===== src/rtl/uart_cmd_assembler_if.sv =====
// uart_cmd_assembler_if: byte input, SD command frame handshake and status between receiver and command engine
interface uart_cmd_assembler_if;
    logic [7:0]  rx_data;
    logic        rx_valid;
    logic [47:0] cmd_frame;
    logic        cmd_valid;
    logic        cmd_ready;
    logic        busy;
    logic        err_timeout;
    logic        err_index;
    logic        err_overrun;

    modport slave (
        input  rx_data, rx_valid, cmd_ready,
        output cmd_frame, cmd_valid, busy, err_timeout, err_index, err_overrun
    );

    modport master (
        output rx_data, rx_valid, cmd_ready,
        input  cmd_frame, cmd_valid, busy, err_timeout, err_index, err_overrun
    );
endinterface


===== src/rtl/uart_cmd_assembler.sv =====
// uart_cmd_assembler: packs five UART bytes (index + 32-bit arg) into a 48-bit SD command with CRC7
module uart_cmd_assembler #(
    parameter int TIMEOUT_CYCLES = 1000000
) (
    input logic               clk,
    input logic               resetn,
    uart_cmd_assembler_if.slave bus
);
    typedef enum logic [1:0] {IDLE, COLLECT, PRESENT} state_t;

    state_t      state;
    logic [7:0]  idx;
    logic [23:0] arg;
    logic [6:0]  crc;
    logic [2:0]  cnt;
    logic [23:0] tmo;
    logic [6:0]  crc_nxt;

    localparam logic [23:0] TMO_LAST = 24'(TIMEOUT_CYCLES - 1);

    // CRC7 (x^7+x^3+1) advanced over a whole byte, MSB first
    function automatic logic [6:0] crc7_byte(input logic [6:0] c, input logic [7:0] b);
        logic [6:0] r;
        r = c;
        for (int i = 7; i >= 0; i--)
            r = {r[5:0], 1'b0} ^ ((r[6] ^ b[i]) ? 7'h09 : 7'h00);
        return r;
    endfunction

    assign crc_nxt  = crc7_byte(state == IDLE ? 7'd0 : crc, bus.rx_data);
    assign bus.busy = state != IDLE;

    always_ff @(posedge clk or negedge resetn) begin
        if (!resetn) begin
            state           <= IDLE;
            idx             <= '0;
            arg             <= '0;
            crc             <= '0;
            cnt             <= '0;
            tmo             <= '0;
            bus.cmd_frame   <= '0;
            bus.cmd_valid   <= 1'b0;
            bus.err_timeout <= 1'b0;
            bus.err_index   <= 1'b0;
            bus.err_overrun <= 1'b0;
        end else begin
            bus.err_timeout <= 1'b0;
            bus.err_index   <= 1'b0;
            bus.err_overrun <= 1'b0;
            case (state)
                IDLE: if (bus.rx_valid) begin
                    if (bus.rx_data[7:6] == 2'b01) begin
                        idx   <= bus.rx_data;
                        crc   <= crc_nxt;
                        cnt   <= 3'd1;
                        tmo   <= '0;
                        state <= COLLECT;
                    end else begin
                        bus.err_index <= 1'b1;
                    end
                end
                COLLECT: if (bus.rx_valid) begin
                    // a byte on the terminal count wins over the timeout
                    arg <= {arg[15:0], bus.rx_data};
                    crc <= crc_nxt;
                    cnt <= cnt + 3'd1;
                    tmo <= '0;
                    if (cnt == 3'd4) begin
                        bus.cmd_frame <= {idx, arg, bus.rx_data, crc_nxt, 1'b1};
                        bus.cmd_valid <= 1'b1;
                        state         <= PRESENT;
                    end
                end else if (tmo == TMO_LAST) begin
                    bus.err_timeout <= 1'b1;
                    cnt             <= '0;
                    crc             <= '0;
                    tmo             <= '0;
                    state           <= IDLE;
                end else begin
                    tmo <= tmo + 24'd1;
                end
                PRESENT: begin
                    if (bus.rx_valid)
                        bus.err_overrun <= 1'b1;
                    if (bus.cmd_ready) begin
                        bus.cmd_frame <= '0;
                        bus.cmd_valid <= 1'b0;
                        cnt           <= '0;
                        crc           <= '0;
                        state         <= IDLE;
                    end
                end
                default: state <= IDLE;
            endcase
        end
    end
endmodule


===== src/flat_wrapper.sv =====
// flat-port wrapper written by rule: the top's interface ports become plain ports
module uart_cmd_assembler_flat 
#(
    parameter int TIMEOUT_CYCLES = 1000000
)
  (clk, resetn, bus_rx_data, bus_rx_valid, bus_cmd_ready, bus_cmd_frame, bus_cmd_valid, bus_busy, bus_err_timeout, bus_err_index, bus_err_overrun);
  uart_cmd_assembler_if bus_i ();
  input logic clk;
  input logic resetn;
  input wire logic [$bits(bus_i.rx_data)-1:0] bus_rx_data;
  input wire logic [$bits(bus_i.rx_valid)-1:0] bus_rx_valid;
  input wire logic [$bits(bus_i.cmd_ready)-1:0] bus_cmd_ready;
  output wire logic [$bits(bus_i.cmd_frame)-1:0] bus_cmd_frame;
  output wire logic [$bits(bus_i.cmd_valid)-1:0] bus_cmd_valid;
  output wire logic [$bits(bus_i.busy)-1:0] bus_busy;
  output wire logic [$bits(bus_i.err_timeout)-1:0] bus_err_timeout;
  output wire logic [$bits(bus_i.err_index)-1:0] bus_err_index;
  output wire logic [$bits(bus_i.err_overrun)-1:0] bus_err_overrun;
  assign bus_i.rx_data = bus_rx_data;
  assign bus_i.rx_valid = bus_rx_valid;
  assign bus_i.cmd_ready = bus_cmd_ready;
  assign bus_cmd_frame = bus_i.cmd_frame;
  assign bus_cmd_valid = bus_i.cmd_valid;
  assign bus_busy = bus_i.busy;
  assign bus_err_timeout = bus_i.err_timeout;
  assign bus_err_index = bus_i.err_index;
  assign bus_err_overrun = bus_i.err_overrun;
  uart_cmd_assembler #(.TIMEOUT_CYCLES(TIMEOUT_CYCLES)) u_core (.clk(clk), .resetn(resetn), .bus(bus_i));
endmodule

===== config.mk =====
export PLATFORM = sky130hd
export DESIGN_NAME = uart_cmd_assembler_flat
export DESIGN_NICKNAME = d
export VERILOG_FILES = /design/src/rtl/uart_cmd_assembler_if.sv /design/src/rtl/uart_cmd_assembler.sv /design/src/flat_wrapper.sv
export SDC_FILE = /design/constraint.sdc
export NUM_CORES = 1
export LEC_CHECK = 0
export BUFFER_PORTS_ARGS = -buffer_cell sky130_fd_sc_hd__buf_2
export CAP_MARGIN = 20
export CORE_MARGIN = 5
export CORE_UTILIZATION = 52
export DETAILED_ROUTE_END_ITERATION = 8
export HOLD_SLACK_MARGIN = 0.06
export PLACE_DENSITY = 0.74
export SLEW_MARGIN = 20
export SYNTH_ARGS = -nofsm -noshare
export SYNTH_HDL_FRONTEND = slang
export SYNTH_SLANG_ARGS = --single-unit

===== constraint.sdc =====
create_clock -name clk -period 2 [get_ports clk]
set_input_delay 0.2 -clock clk [delete_from_list [all_inputs] [get_ports clk]]
set_output_delay 0.2 -clock clk [all_outputs]
set_load 0.01 [all_outputs]

==> metrics.md, run 1 <==
| Metric | Value |
|---|---|
| Rows | 36 |
| Power per cell area | 1290 mW/mm2 |
| Failing checks | negative setup slack |
| Via density | 5.567 |
| Cell area after synthesis | 0.005199 mm2 |
| CTS tree | yes |
| GR Overflow Total | 0 |
| Die area | 0.01210 mm2 |
| Max cap viols | 0 |
| Critical path cell sequence | or4_4, nor4_4, a41o_2, nand2_1, a221o_1 |
| Post-synthesis sequential area ratio | 57.28% |
| DRC | 0 |
| FF-to-FF path depth | 5 |
| Crit start category | flip-flop |
| Sink Count | 119 |
| Initial DRC count | 159 |
| Post-synth net total | 444 |
| Worst skew pair latency | 520 ps |
| Post-synthesis async set-or-reset flop share | 100.0% |
| Tmin final | 2006 ps |
| Worst hold path class | input port to asynchronous set/reset pin |
| Starting Density | 53.19% |
| Reg2reg setup slack | -6 ps |
| Layout area overhead | 27.65% |
| Sequential cell area | 0.002978 mm2 |
| Pin count of the biggest net entering global routing | 49 |
| Top delay family on crit path | simple AND/OR/NAND/NOR gates |
| Clk_skew | 9.686 ps |
| WP data required | 2400 ps |
| Worst Slack Setup Final | -5.864 ps |
| Max frequency | 0.4985 GHz |
| Clock Pin Slew Worst Setup and Hold Paths | 60 ps |
| Gate Count Post-Synth | 425 |
| Unrepaired setup endpoints after global routing | yes |
| Post-synth EDFFs | 0 |
| Worst-path maximum fanout | 5 |
| Port bufs | 64 |
| CP max stage cell | or4_4 |
| CP Class | flip-flop to flip-flop |
| Fill cell count | 699 |
| Antenna violations before repair | 0 |
| DIE HEIGHT | 110.0 um |
| CORE AREA | 0.009774 mm2 |
| Dominant register cell in the synthesized netlist | dfrtp_1 |
| FF-to-FF Start | u_core.tmo[21] |
| Dpl hpwl | 8.045 mm |
| Slew HR | 63.40% |
| Number of CTS-inserted buffers | 17 |
| Area of the multi-input gates | 0.002100 mm2 |
| Diode count | 0 |
| Worst path max stage delay | 550 ps |
| Placed instance area | 0.005891 mm2 |
| Leak pwr | 0.003229 uW |
| Bufs and invs on worst path | 0 |
| R2R Path End | u_core.cnt[2] |
| Crit. Startpoint | u_core.tmo[21] |
| Global-route wire length before repair | 19.72 mm |
| Vias | 3769 |
| Status | finished with violations |
| Actual slew at the worst max-slew pin | 548.9 ps |
| Final setup viols | 1 |
| Fin area | 0.006636 mm2 |
| Avg Inst Size Synth | 12.23 um2 |
| Wire per inst | 17.81 um |
| Final Cycle Share | 100.3% |
| Total chip power | 8559 uW |
| Pins Over Slew Limit | 0 |
| CP endpoint kind | flip-flop |
| CP arrival | 2400 ps |
| Final GP Congestion | 0.8926 |
| DRT Pass-1 Iters | 4 |
| Post-synth cell types | 45 |
| Vias in the first global route | 3932 |
| Nets | 550 |
| Yosys warning total | 0 |
| Worst VDD drop | 0.0008202 V |
| Ratio of cells with drive above 1 in the final layout | 32.17% |
| Antenna-violating nets left | 0 |
| Horiz. Die Dim | 110.0 um |
| Clk buf depth | 2 |
| H-tree Lvls | 4 |
| I/O pins | 65 |
| Drt total wl | 12.06 mm |
| Seq cells post-synth | 119 |
| Endpoints failing hold | 0 |
| Root Driver | clkbuf_8 |
| Pre-CTS WS | 14.81 ps |
| Post-Route Utilization | 67.90% |
| Hold WS | 213.4 ps |
| Gr usage total | 21.59% |
-- how the worst max path moves through the flow --
stage / slack, ps / depth (start not counted) / to
CTS: -6 / 5 / u_core.cnt[2]
global placement: 40 / 5 / u_core.cnt[2]
floorplan: 9 / 8 / u_core.tmo[23]
detailed placement: 10 / 6 / u_core.crc[5]
global route: -40 / 5 / u_core.cnt[2]
finish: -6 / 5 / u_core.cnt[2]
-- Yosys cell counts (3+ instances only) --
cell      instances  area, um2
xor2_1           16      140.1
and3_1            7      43.79
a22o_1           47      411.6
nand2b_1          4      25.02
nand3_1          13      65.06
o21ai_0           6      30.03
nor4b_1           3      26.28
a31o_1            3      26.28
nand4_1          13      81.33
and2_1            5      31.28
mux2_2           30      337.8
clkbuf_1         14      52.55
a21boi_1          3      22.52
nand2_1          23      86.33
dfrtp_1         119       2978
nor2_1           32      120.1
inv_1            10      37.54
ha_1              7      87.58
nor3_1            4      20.02
xnor2_1          26      227.7
buf_4             5      37.54
a21oi_1           7      35.03
-- final cells by class --
class	instances	area share, %
clock inverters	14	2.809
clock buffers	18	6.297
inverters	10	0.5656
well taps	133	2.508
repair buffers	110	11.31
multi-input cells	273	31.64
flip-flops and latches	119	44.87
-- metrics by stage --
| stage | std cells | TNS, ps |
|---|---|---|
| after floorplan | 425 | 0 |
| after global placement | 634 | 0 |
| after detailed placement | 634 | 0 |
| after CTS | 676 | -5.621 |
| after global routing | 677 | -59.15 |
| final | 677 | -5.864 |
-- placed cells by master (no fill, tap or decap), drive strengths merged, types with 3 or more instances in the layout --
master,instances
bufinv,3
a21boi,3
o21ai,6
a22o,47
a31o,3
nor2,32
buf,100
and2,6
ha,7
nand2b,4
mux2,30
dlygate4sd3,10
a21oi,8
dfrtp,119
xor2,16
xnor2,26
nand4,13
nor3,4
and3,7
nand3,13
nor4b,3
nand2,23
clkbuf,18
inv,17
-- power breakdown --
part	switching (uW)	internal, uW
combinational	1180	1030
clock	1180	1930
sequential	352	2880
total	2710	5850
-- layer usage --
layer	routed length [um]	share of wire [%]	global-route usage, %
met2	5878	49	34.10
met4	210	1.7	6.679
met3	565	4.7	7.164
met5	0	0	0
met1	5403	45	28.37
-- worst register-to-register path: stages, from the launching register on --
cell     delay, ps
dfrtp_1        390
or4_4          550
nor4_4         220
a41o_2         310
nand2_1         70
a221o_1        340
-- cells by family (layout without fill, tap and decap cells) --
group	after synthesis	count (layout)	synth area share, %
muxes	30	30	6.498
buffers and inverters	33	152	2.936
xor gates and xnor gates	42	42	7.076
AOI/OAI and AO/OA	79	79	12.73
DFF	119	119	57.28
adders and majority gates	7	7	1.685
and+or+nand+nor	115	115	11.79
-- sequential cells by signal, indices dropped and copies added (netlist names) --
name                    count
u_core.state                2
u_core.bus.err_overrun      1
u_core.tmo                 24
u_core.bus.cmd_frame       48
u_core.cnt                  3
u_core.bus.err_index        1
u_core.arg                 24
u_core.crc                  7
u_core.idx                  8
u_core.bus.err_timeout      1
-- timing repair --
| action | 4_1_cts | 5_1_grt |
|---|---|---|
| hold endpoints to repair | 62 | 0 |
| hold buffers | 10 | 0 |
| setup endpoints to repair | 2 | 28 |
| buffers inserted | 0 | 1 |
| pin swaps | 1 | 0 |
| gates resized for setup | 0 | 7 |
Note: power is estimated with default switching activity, not from simulation.
==> inputs of run 2 (changes only) <==
CORE_UTILIZATION = 54   (was 52)
CTS_BUF_LIST = sky130_fd_sc_hd__clkbuf_4 sky130_fd_sc_hd__clkbuf_8   (was not set)
PLACE_DENSITY = 0.76   (was 0.74)
==> metrics.md, run 2 (synthesis gave the netlist of run 1 again) <==
| Metric | Value |
|---|---|
| Status | finished with violations |
| Failing checks | negative setup slack |
| Max frequency | 0.4998 GHz (+0.25%) |
| WP data required | 2310 ps (-90 ps) |
| Worst hold path class | input port to flip-flop |
| Actual slew at the worst max-slew pin | 458.7 ps (-90.24 ps) |
| R2R Path End | u_core.tmo[8] |
| Sink Count | 119 (unchanged) |
| CP endpoint kind | flip-flop |
| Clock Pin Slew Worst Setup and Hold Paths | 70 ps (about the same) |
| Root Driver | clkbuf_8 |
| H-tree Lvls | 4 (unchanged) |
| CORE AREA | 0.009328 mm2 (-4.6%) |
| Reg with most FFs | u_core.bus.cmd_frame |
| Die area | 0.01169 mm2 (-3.4%) |
| GR Overflow Total | 0 (unchanged) |
| Pin count of the biggest net entering global routing | 49 (unchanged) |
| Leading cell types in the layout, fill and taps excluded | 119 x dfrtp_1, 63 x buf_2, 47 x a22o_1, 31 x nor2_1, 30 x mux2_2 |
| NetSw | 2464 uW (-9.1%) |
| Vias | 3669 (-2.7%) |
| Max cap viols | 0 (unchanged) |
| Unrepaired setup endpoints after global routing | yes |
| Final setup viols | 2 (+1) |
| Rows | 35 (-2.8%) |
| Nets | 539 (-2.0%) |
| Int Power | 5015 uW (-14%) |
| Antenna violations before repair | 0 (unchanged) |
| Worst-path maximum fanout | 17 (+12) |
| I/O pins | 65 (unchanged) |
| Most common cell after layout, fill and taps aside | dfrtp_1 |
| Final GP Congestion | 0.8912 (-0.16%) |
| CTS tree | yes |
| Horiz. Die Dim | 108.1 um (-1.7%) |
| Crit path capture | u_core.tmo[8] |
| Power per cell area | 1184 mW/mm2 (-8.2%) |
| Max reg flops | 48 (unchanged) |
| Drt total wl | 11.35 mm (-5.9%) |
| Via density | 5.559 (-0.15%) |
| CP arrival | 2310 ps (-90 ps) |
| Final Cycle Share | 100.0% (-0.25 points) |
| Worst Slack Setup Final | -0.9561 ps (+4.908 ps) |
| Vias in the first global route | 3821 (-2.8%) |
| FF-to-FF Start | u_core.tmo[21] |
| Wire per inst | 17.19 um (-3.5%) |
| Post-Route Setup TNS | -1.552 ps (+4.313 ps) |
| FF-to-FF path depth | 7 (+2) |
| Worst skew pair latency | 420 ps (-100 ps) |
| Combinational share of power | 29.3% (+3.4 points) |
| Antenna-violating nets left | 0 (unchanged) |
| DRC | 0 (unchanged) |
| Clock share of power | 27.7% (-8.6 points) |
| Clk_skew | 9.024 ps (-0.6614 ps) |
| Leak pwr | 0.003082 uW (-4.5%) |
| Placed instance area | 0.005841 mm2 (-0.85%) |
| Worst VDD drop | 0.0006369 V (-22%) |
| Number of CTS-inserted buffers | 17 (unchanged) |
| Tmin final | 2001 ps (-4.908 ps) |
| Starting Density | 55.73% (+2.5 points) |
| Switching share of power | 32.94% (+1.3 points) |
| Initial DRC count | 178 (+12%) |
| Crit. Startpoint | u_core.tmo[21] |
| Ratio of cells with drive above 1 in the final layout | 32.20% (+0.034 points) |
| Hold WS | 78.70 ps (-134.7 ps) |
| Port bufs | 64 (unchanged) |
| Post-Route Utilization | 67.74% (-0.16 points) |
| Layout area overhead | 21.54% |
| Biggest regs | u_core.bus.cmd_frame (48), u_core.arg (24), u_core.tmo (24) |
| Slew HR | 69.42% (+6.0 points) |
| Fin area | 0.006319 mm2 (-4.8%) |
| Clk buf depth | 2 (unchanged) |
| DIE HEIGHT | 108.1 um (-1.7%) |
| DRT Pass-1 Iters | 5 (+1) |
| Seq pwr share | 43.0% (+5.2 points) |
| CP Class | flip-flop to flip-flop |
| Diode count | 0 (unchanged) |
| Dpl hpwl | 7.743 mm (-3.7%) |
| Global-route wire length before repair | 18.95 mm (-3.9%) |
| Pins Over Slew Limit | 0 (unchanged) |
| Crit start category | flip-flop |
| Gr usage total | 20.96% (-0.63 points) |
| Reg2reg setup slack | -1 ps (about the same) |
| Endpoints failing hold | 0 (unchanged) |
run 2: changes by cell type in the layout (fill, tap and decap cells not counted), sizes merged:
cell and change:
dlygate4sd3 -7, inv -6, buf -4, clkinvlp +3, clkinv +2, bufinv -1
run 2: area by class of cell:
| type | count | area (um2) |
|---|---|---|
| Fill cell | 675 | 3009 |
| Sequential cell | 119 | 2978 |
| Multi-Input combinational cell | 273 | 2113 |
| Timing Repair Buffer | 99 | 650.6 |
| Clock buffer | 18 | 247.7 |
| Tap cell | 129 | 161.4 |
| Clock inverter | 12 | 130.1 |
| Inverter | 10 | 37.54 |
run 2: power by group through the flow:
stage | logic [uW] | registers, uW | clock network (uW)
4_1_cts | 2140 | 3210 | 2120
2_1_floorplan | 1510 | 3170 | 0
3_5_place_dp | 2080 | 3250 | 0
6_report | 2190 | 3220 | 2070
3_3_place_gp | 2040 | 3220 | 0
5_1_grt | 2410 | 3280 | 2230
run 2: worst max-delay path: stages, from the launching register on:
cell and delay (ps):
dfrtp_1 400, or4_4 550, nor4_4 200, buf_4 190
a31oi_4 120, nor2_2 160, buf_6 200, nor2_1 70
run 2: stage by stage:
| stage | setup WS (ps) | power (uW) | std cells |
|---|---|---|---|
| after floorplan | 8.662 | 4677 | 425 |
| after global placement | 75.04 | 5265 | 624 |
| after detailed placement | -56.03 | 5339 | 624 |
| after CTS | 0.6868 | 7469 | 658 |
| after global routing | -77.76 | 7919 | 660 |
| final | -0.9561 | 7479 | 660 |
run 2: worst min path at each step:
stage                         endpoint  cells after the start  slack [ps]            from
6_report       u_core.bus.cmd_frame[8]                      2          80  bus_rx_data[0]
5_1_grt        u_core.bus.cmd_frame[8]                      2          70  bus_rx_data[0]
4_1_cts        u_core.bus.cmd_frame[8]                      2          70  bus_rx_data[0]
3_5_place_dp            u_core.tmo[11]                      1         180          resetn
3_3_place_gp            u_core.tmo[11]                      1         180          resetn
2_1_floorplan            u_core.arg[0]                      0        -100          resetn
run 2: what timing repair did:
action / 4_1_cts / 5_1_grt
hold buffers: 3 / 0
setup buffers: 1 / 2
pin swaps: 2 / 5
endpoints found under the setup margin: 2 / 26
gates resized for setup: 3 / 8
gates cloned: 0 / 0
endpoints found under the hold margin: 32 / 0
run 2: routing by layer:
metal  GRT usage [%]  wire length [um]  vias up
met5               0                 0        -
met4           8.747               185        0
met3           5.194               506       14
met2           32.86              5672       83
met1           28.08              4984     1858
li1                -                 -     1714
